[config.mk]
export PLATFORM = sky130hd
export DESIGN_NAME = mc_data_path
export DESIGN_NICKNAME = d
export VERILOG_FILES = /design/src/rtl/mc_pkg.sv /design/src/rtl/mc_reg_file.sv /design/src/rtl/mc_data_path.sv
export SDC_FILE = /design/constraint.sdc
export NUM_CORES = 2
export LEC_CHECK = 0
export BUFFER_PORTS_ARGS = -buffer_cell sky130_fd_sc_hd__buf_2
export CAP_MARGIN = 40
export CORE_ASPECT_RATIO = 0.6
export CORE_MARGIN = 2
export CORE_UTILIZATION = 45
export DETAILED_ROUTE_END_ITERATION = 8
export MAX_ROUTING_LAYER = met4
export SYNTH_ARGS = -nofsm -noshare
export SYNTH_HDL_FRONTEND = slang
export SYNTH_SLANG_ARGS = --single-unit
[constraint.sdc]
create_clock -name clk -period 33.7 [get_ports clk]
set_input_delay 5.055 -clock clk [delete_from_list [all_inputs] [get_ports clk]]
set_output_delay 5.055 -clock clk [all_outputs]
set_load 0.1 [all_outputs]
[src/rtl/mc_pkg.sv]
// Shared types and helpers for the multicycle ARM-subset datapath.
package mc_pkg;

  // Sequencer states
  typedef enum logic [2:0] {
    FETCH  = 3'd0,
    DECODE = 3'd1,
    EXEC   = 3'd2,
    MEM    = 3'd3,
    WB     = 3'd4
  } state_t;

  // Major opcodes, instr[27:26]
  localparam logic [1:0] OP_DP  = 2'b00;
  localparam logic [1:0] OP_MEM = 2'b01;
  localparam logic [1:0] OP_B   = 2'b10;
  localparam logic [1:0] OP_ILL = 2'b11;

  // Condition codes, instr[31:28]
  localparam logic [3:0] COND_EQ = 4'h0;
  localparam logic [3:0] COND_NE = 4'h1;
  localparam logic [3:0] COND_CS = 4'h2;
  localparam logic [3:0] COND_CC = 4'h3;
  localparam logic [3:0] COND_MI = 4'h4;
  localparam logic [3:0] COND_PL = 4'h5;
  localparam logic [3:0] COND_VS = 4'h6;
  localparam logic [3:0] COND_VC = 4'h7;
  localparam logic [3:0] COND_HI = 4'h8;
  localparam logic [3:0] COND_LS = 4'h9;
  localparam logic [3:0] COND_GE = 4'hA;
  localparam logic [3:0] COND_LT = 4'hB;
  localparam logic [3:0] COND_GT = 4'hC;
  localparam logic [3:0] COND_LE = 4'hD;
  localparam logic [3:0] COND_AL = 4'hE;

  // ALU commands, instr[24:21]; anything else behaves as AND
  localparam logic [3:0] ALU_AND = 4'b0000;
  localparam logic [3:0] ALU_SUB = 4'b0010;
  localparam logic [3:0] ALU_ADD = 4'b0100;
  localparam logic [3:0] ALU_ORR = 4'b1100;

  // Evaluate a condition field against NZCV (bit 3 = N ... bit 0 = V).
  // The unused encoding 4'hF is treated as always-pass.
  function automatic logic cond_pass(input logic [3:0] cond, input logic [3:0] nzcv);
    logic n, z, c, v;
    n = nzcv[3];
    z = nzcv[2];
    c = nzcv[1];
    v = nzcv[0];
    case (cond)
      COND_EQ: cond_pass = z;
      COND_NE: cond_pass = !z;
      COND_CS: cond_pass = c;
      COND_CC: cond_pass = !c;
      COND_MI: cond_pass = n;
      COND_PL: cond_pass = !n;
      COND_VS: cond_pass = v;
      COND_VC: cond_pass = !v;
      COND_HI: cond_pass = c && !z;
      COND_LS: cond_pass = !c || z;
      COND_GE: cond_pass = (n == v);
      COND_LT: cond_pass = (n != v);
      COND_GT: cond_pass = !z && (n == v);
      COND_LE: cond_pass = z || (n != v);
      default: cond_pass = 1'b1;
    endcase
  endfunction

endpackage

[src/rtl/mc_reg_file.sv]
// r0..r14 register file: two combinational read ports, one write port.
// Address 15 reads back the supplied r15 value and is never written.
module mc_reg_file
  import mc_pkg::*;
(
  input  logic        clk_i,
  input  logic        reset_i,
  input  logic [3:0]  ra1_i,
  input  logic [3:0]  ra2_i,
  input  logic        we_i,
  input  logic [3:0]  wa_i,
  input  logic [31:0] wd_i,
  input  logic [31:0] r15_i,
  output logic [31:0] rd1_o,
  output logic [31:0] rd2_o
);

  logic [31:0] regs_q [0:14];

  // Storage clears on reset; writes to index 15 are dropped
  always_ff @(posedge clk_i or posedge reset_i) begin
    if (reset_i) begin
      for (int i = 0; i < 15; i++) begin
        regs_q[i] <= '0;
      end
    end else if (we_i && (wa_i != 4'd15)) begin
      regs_q[wa_i] <= wd_i;
    end
  end

  // Reads see the stored value, so a same-cycle write returns the old data
  always_comb begin
    rd1_o = (ra1_i == 4'd15) ? r15_i : regs_q[ra1_i];
    rd2_o = (ra2_i == 4'd15) ? r15_i : regs_q[ra2_i];
  end

endmodule

[src/rtl/mc_data_path.sv]
// Multicycle ARM-subset datapath with its own sequencer and a single shared
// memory port for instruction fetch and load/store.
module mc_data_path
  import mc_pkg::*;
#(
  parameter int          ADDR_W   = 32,
  parameter logic [31:0] RESET_PC = 32'h0,
  parameter int          COND_EN  = 1
) (
  input  logic              clk,
  input  logic              reset,
  output logic              mem_req,
  output logic              mem_we,
  output logic [ADDR_W-1:0] mem_addr,
  output logic [31:0]       mem_wdata,
  input  logic              mem_ready,
  input  logic [31:0]       mem_rdata,
  output logic [31:0]       pc,
  output logic [3:0]        flags,
  output logic              illegal,
  output logic              retire
);

  state_t              state_q;
  logic [31:0]         pc_q;
  logic [31:0]         ir_q;
  logic [31:0]         a_q;
  logic [31:0]         b_q;
  logic [31:0]         result_q;
  logic [3:0]          flags_q;
  logic                mem_req_q;
  logic                mem_we_q;
  logic [ADDR_W-1:0]   mem_addr_q;
  logic [31:0]         mem_wdata_q;
  logic                retire_q;
  logic                illegal_q;

  // Instruction fields
  logic [3:0]  cond_f;
  logic [1:0]  op_f;
  logic        imm_f;
  logic [3:0]  cmd_f;
  logic        s_f;
  logic        u_f;
  logic [3:0]  rn_f;
  logic [3:0]  rd_f;
  logic [3:0]  rm_f;

  logic [31:0] rd1_d;
  logic [31:0] rd2_d;
  logic        rf_we_d;
  logic        cond_ok_d;
  logic [31:0] src_b_d;
  logic [31:0] imm12_d;
  logic [31:0] br_off_d;
  logic [31:0] br_target_d;
  logic [31:0] mem_addr_d;
  logic [32:0] alu_sum_d;
  logic [31:0] alu_res_d;
  logic        alu_c_d;
  logic        alu_v_d;
  logic [3:0]  alu_flags_d;

  assign cond_f = ir_q[31:28];
  assign op_f   = ir_q[27:26];
  assign imm_f  = ir_q[25];
  assign cmd_f  = ir_q[24:21];
  assign s_f    = ir_q[20];
  assign u_f    = ir_q[23];
  assign rn_f   = ir_q[19:16];
  assign rd_f   = ir_q[15:12];
  assign rm_f   = ir_q[3:0];

  // Stores read their data from Rd; everything else reads Rm on port 2
  mc_reg_file u_rf (
    .clk_i   (clk),
    .reset_i (reset),
    .ra1_i   (rn_f),
    .ra2_i   ((op_f == OP_MEM) ? rd_f : rm_f),
    .we_i    (rf_we_d),
    .wa_i    (rd_f),
    .wd_i    (result_q),
    .r15_i   (pc_q + 32'd4),
    .rd1_o   (rd1_d),
    .rd2_o   (rd2_d)
  );

  assign rf_we_d = (state_q == WB) && (rd_f != 4'd15);

  // Operand extension, branch target, load/store address and condition check
  always_comb begin
    src_b_d     = imm_f ? {24'd0, ir_q[7:0]} : b_q;
    imm12_d     = {20'd0, ir_q[11:0]};
    br_off_d    = {{6{ir_q[23]}}, ir_q[23:0], 2'b00};
    br_target_d = pc_q + 32'd4 + br_off_d;
    mem_addr_d  = u_f ? (a_q + imm12_d) : (a_q - imm12_d);
    cond_ok_d   = (COND_EN == 0) ? 1'b1 : cond_pass(cond_f, flags_q);
  end

  // ALU: C and V only change on ADD/SUB, logical ops carry the old C/V through
  always_comb begin
    alu_sum_d = '0;
    alu_res_d = a_q & src_b_d;
    alu_c_d   = flags_q[1];
    alu_v_d   = flags_q[0];
    case (cmd_f)
      ALU_ADD: begin
        alu_sum_d = {1'b0, a_q} + {1'b0, src_b_d};
        alu_res_d = alu_sum_d[31:0];
        alu_c_d   = alu_sum_d[32];
        alu_v_d   = (a_q[31] == src_b_d[31]) && (alu_res_d[31] != a_q[31]);
      end
      ALU_SUB: begin
        alu_sum_d = {1'b0, a_q} + {1'b0, ~src_b_d} + 33'd1;
        alu_res_d = alu_sum_d[31:0];
        alu_c_d   = alu_sum_d[32];
        alu_v_d   = (a_q[31] != src_b_d[31]) && (alu_res_d[31] != a_q[31]);
      end
      ALU_ORR: alu_res_d = a_q | src_b_d;
      default: alu_res_d = a_q & src_b_d;
    endcase
    alu_flags_d = {alu_res_d[31], (alu_res_d == 32'd0), alu_c_d, alu_v_d};
  end

  // Sequencer: every output is registered; leaving a completing state
  // pre-loads the next fetch request so FETCH can finish in one cycle
  always_ff @(posedge clk or posedge reset) begin
    if (reset) begin
      state_q     <= FETCH;
      pc_q        <= RESET_PC;
      ir_q        <= '0;
      a_q         <= '0;
      b_q         <= '0;
      result_q    <= '0;
      flags_q     <= '0;
      mem_req_q   <= 1'b0;
      mem_we_q    <= 1'b0;
      mem_addr_q  <= '0;
      mem_wdata_q <= '0;
      retire_q    <= 1'b0;
      illegal_q   <= 1'b0;
    end else begin
      retire_q  <= 1'b0;
      illegal_q <= 1'b0;
      case (state_q)
        FETCH: begin
          if (!mem_req_q) begin
            // first cycle out of reset: raise the request
            mem_req_q  <= 1'b1;
            mem_addr_q <= pc_q[ADDR_W-1:0];
          end else if (mem_ready) begin
            ir_q      <= mem_rdata;
            pc_q      <= pc_q + 32'd4;
            mem_req_q <= 1'b0;
            state_q   <= DECODE;
          end
        end
        DECODE: begin
          a_q     <= rd1_d;
          b_q     <= rd2_d;
          state_q <= EXEC;
        end
        EXEC: begin
          if (!cond_ok_d) begin
            retire_q   <= 1'b1;
            mem_req_q  <= 1'b1;
            mem_addr_q <= pc_q[ADDR_W-1:0];
            state_q    <= FETCH;
          end else begin
            case (op_f)
              OP_DP: begin
                result_q <= alu_res_d;
                if (s_f) flags_q <= alu_flags_d;
                state_q <= WB;
              end
              OP_MEM: begin
                mem_req_q   <= 1'b1;
                mem_we_q    <= !s_f;
                mem_addr_q  <= mem_addr_d[ADDR_W-1:0];
                mem_wdata_q <= s_f ? 32'd0 : b_q;
                state_q     <= MEM;
              end
              OP_B: begin
                pc_q       <= br_target_d;
                retire_q   <= 1'b1;
                mem_req_q  <= 1'b1;
                mem_addr_q <= br_target_d[ADDR_W-1:0];
                state_q    <= FETCH;
              end
              default: begin
                illegal_q  <= 1'b1;
                retire_q   <= 1'b1;
                mem_req_q  <= 1'b1;
                mem_addr_q <= pc_q[ADDR_W-1:0];
                state_q    <= FETCH;
              end
            endcase
          end
        end
        MEM: begin
          if (mem_ready) begin
            mem_we_q    <= 1'b0;
            mem_wdata_q <= '0;
            if (s_f) begin
              result_q  <= mem_rdata;
              mem_req_q <= 1'b0;
              state_q   <= WB;
            end else begin
              retire_q   <= 1'b1;
              mem_addr_q <= pc_q[ADDR_W-1:0];
              state_q    <= FETCH;
            end
          end
        end
        WB: begin
          retire_q  <= 1'b1;
          mem_req_q <= 1'b1;
          state_q   <= FETCH;
          if (rd_f == 4'd15) begin
            pc_q       <= result_q;
            mem_addr_q <= result_q[ADDR_W-1:0];
          end else begin
            mem_addr_q <= pc_q[ADDR_W-1:0];
          end
        end
        default: begin
          mem_req_q  <= 1'b1;
          mem_we_q   <= 1'b0;
          mem_addr_q <= pc_q[ADDR_W-1:0];
          state_q    <= FETCH;
        end
      endcase
    end
  end

  assign mem_req   = mem_req_q;
  assign mem_we    = mem_we_q;
  assign mem_addr  = mem_addr_q;
  assign mem_wdata = mem_wdata_q;
  assign pc        = pc_q;
  assign flags     = flags_q;
  assign illegal   = illegal_q;
  assign retire    = retire_q;

endmodule
==> out/results.ini <==
[sta]
fmax_mhz=133
fin_tns_setup_ns=0
finalClockSkew_ns=0.0239
period_share_pct=22.4
drv_slew=0
rsz0062_at_grt=false
setup_viol=0
hold_viol_final=0
relSlewSlack_pct=31.5
worst_slew_pin_slew_ns=1.03
whs_ns=0.473
period_needed_ns=7.54

[floorplanning]
io_pins=139
die_w_um=417
start_util_pct=45.5
die_y_um=252
rows=90
core_um2=101000
die_area_um2=105000

[finish]
nNetsFinal=4549
final_cell_mix=dfrtp_1, mux2_2, nand2_1, a21oi_1, o21ai_0
fill_cells=9160
layout-drive-gt1-share_pct=26.9
seq_area_um2=17900
layout_commonest_cell=dfrtp_1
area_delta_synth_final_pct=10.2
design_area_um2=50600
multi_input_area_um2=26400
instances_no_fill=5728

[clock_network]
tritoncts=done
cts_max_path_buffers=3
clk_pin_slew_ns=0.06
cts_setup_buffers=0
cts_resized=0
numCtsBuffers=71
holdBufCountCts=0
htreeDepth=3
insertion_delay_ns=0.68
cts_root_buf=clkbuf_16
cts_num_sinks=715

[worst_hold_path]
holdPathStages=2
hold_path_class=reg2reg
min_to=mem_wdata[26]
hp-start=mem_wdata[26]

[yosys]
synth_adder_area_share_pct=4.67
synth-compound-area-share_pct=15.0
synth_xor_area_share_pct=2.00
synthFlopType=dfrtp_1
synthMuxAreaShare_pct=25.7
yosys.area.top_type_share_pct=38.9
synth_top_family_by_area=multiplexers
yosys.area_share.simple_pct=9.71
syn_area_per_cell_um2=10.5
ys_warn_count=0
netlist_instances=4368
synth_edf_count=0
synthTopCellsByArea=dfrtp_1, mux2_2, mux4_2
yosysTopAreaCell=dfrtp_1
synthArstFlopShare_pct=100
synth_cell_type_count=93
ys_ff_latch=715
yosysSeqAreaShare_pct=38.9
netlist_area_um2=45900
syn-num-nets=4572

[global_routing]
grt_pass1_vias=35200
overflow=0
grt_max_degree=152
antenna_found_initial=2
track_usage_pct=32.2
grt_pass1_wl_um=245000

[detailed_routing]
drc_errors=0
vias_per_cell=6.54
vias=37500
drtPass1Iterations=6
wl_per_cell_um=29.0
first_iter_violations=4653
drtAntennaViolNets=0
drt_wl_total_um=166000

[placed_design]
portBuffers=138
place_area_um2=48200
place_inst=5604
gp_routability_congestion=0.999
dpl.hpwl_um=115000

[status]
status=completed

[power_and_ir_drop]
p_leak_nw=23.0
swShare_pct=52.4
p_comb_share_pct=59.7
p_switching_mw=2.94
seqPwrFrac_pct=25.2
power.density_nw_per_um2=111
clkPwrFrac_pct=15.1
vdd_drop_max_mv=0.100
power.internal_mw=2.67

[setup_path]
worstSetupStartpoint=reset
worstSetupStartpointType=primary input
critPathKind=in2async
critPathMaxStageDelay_ns=0.66
critPathRequiredTime_ns=34.52
cp.arrival_ns=8.36
r2r_end=flags[2]
reg2reg_depth=14
critical-path-slowest-cell=buf_12
cp_common_cell=buf_4
cp.depth=8
cp_num_buf_inv=8
critPathTopFamily=buffers and inverters
path_cells=buf_2 > inv_8 > buf_12 > buf_4 > buf_4 > buf_12 > buf_4 > buf_16
crit_fanout=151
r2r-start=ir_q[25]
critPathCaptureType=asynchronous set/reset pin
ff2ff_setup_slack_ns=27.43

[run]
cap_violations=0

==> state kept, by name, indices dropped and copies added (netlist names), 3 cells and up <==
signal       cells
mem_addr        32
a_q             32
flags            4
state_q          3
mem_wdata       32
pc              32
result_q        32
ir_q            32
b_q             32
u_rf.regs_q    480
==> area by class of cell <==
cell class / instances / share of cell area (%)
clock inverter: 22 / 0.568
timing repair buffer: 244 / 3.34
clock buffer: 99 / 4.16
tap: 1334 / 3.30
sequential: 715 / 35.4
multi-input combinational: 3175 / 52.2
antenna: 1 / 0.00494
inverter: 138 / 1.04
==> power by group through the flow <==
stage               clock network, mW  registers, mW  logic [mW]
floorplan                           0           1.53        2.08
global placement                    0           1.42        3.21
detailed placement                  0           1.42        3.25
CTS                             0.856           1.41        3.27
global route                    0.891           1.44        3.55
finish                          0.847           1.42        3.35
==> through the flow <==
stage               util [%]  setup slack (ns)  total power [mW]
floorplan                  -              8.59              3.61
global placement        47.5             24.29              4.62
detailed placement      47.8             25.34              4.67
CTS                     50.2             26.01              5.53
global route            50.2             25.68              5.88
finish                  50.2             26.16              5.62
==> metal layers <==
layer / part of all wire, % / routed length [um] / global-route usage [%]
met2: 41 / 68100 / 42.9
met5: 0 / 0 / -
met4: 2.2 / 3590 / 7.56
met3: 11 / 18700 / 9.25
met1: 46 / 75800 / 47.7
==> worst min-delay path: cells and delay by family (launching register included) <==
| kind | cells | cell delay [ns] |
|---|---|---|
| AO/OA/AOI/OAI | 1 | 0.06 |
| flip-flops | 1 | 0.34 |
| AND/OR/NAND/NOR | 1 | 0.04 |
==> how the worst max path moves through the flow <==
stage / end / slack [ns]
floorplan: a_q[0] / 8.59
global placement: u_rf.regs_q[251] / 24.29
detailed placement: u_rf.regs_q[121] / 25.34
CTS: u_rf.regs_q[57] / 26.01
global route: u_rf.regs_q[251] / 25.68
finish: u_rf.regs_q[251] / 26.16
==> kinds of logic after synthesis <==
logic type,count (synthesis)
XOR/XNOR,105
multiplexers,842
AO/OA/AOI/OAI,1087
flip-flops,715
adder cells (fa/ha/maj),169
AND/OR/NAND/NOR,972
buffers and inverters,478
==> synthesized netlist by cell type (50+ instances only) <==
cell type / number
dfrtp_1: 715
mux2_2: 517
nand2_1: 421
a21oi_1: 358
o21ai_0: 267
clkbuf_1: 256
nor2_1: 221
mux4_2: 220
ha_1: 165
inv_1: 132
mux2i_1: 105
xnor2_1: 74
nand3_1: 65
buf_1: 62
a221oi_1: 59
nand2b_1: 51
a21o_1: 50
(Power assumes the default switching activity.)
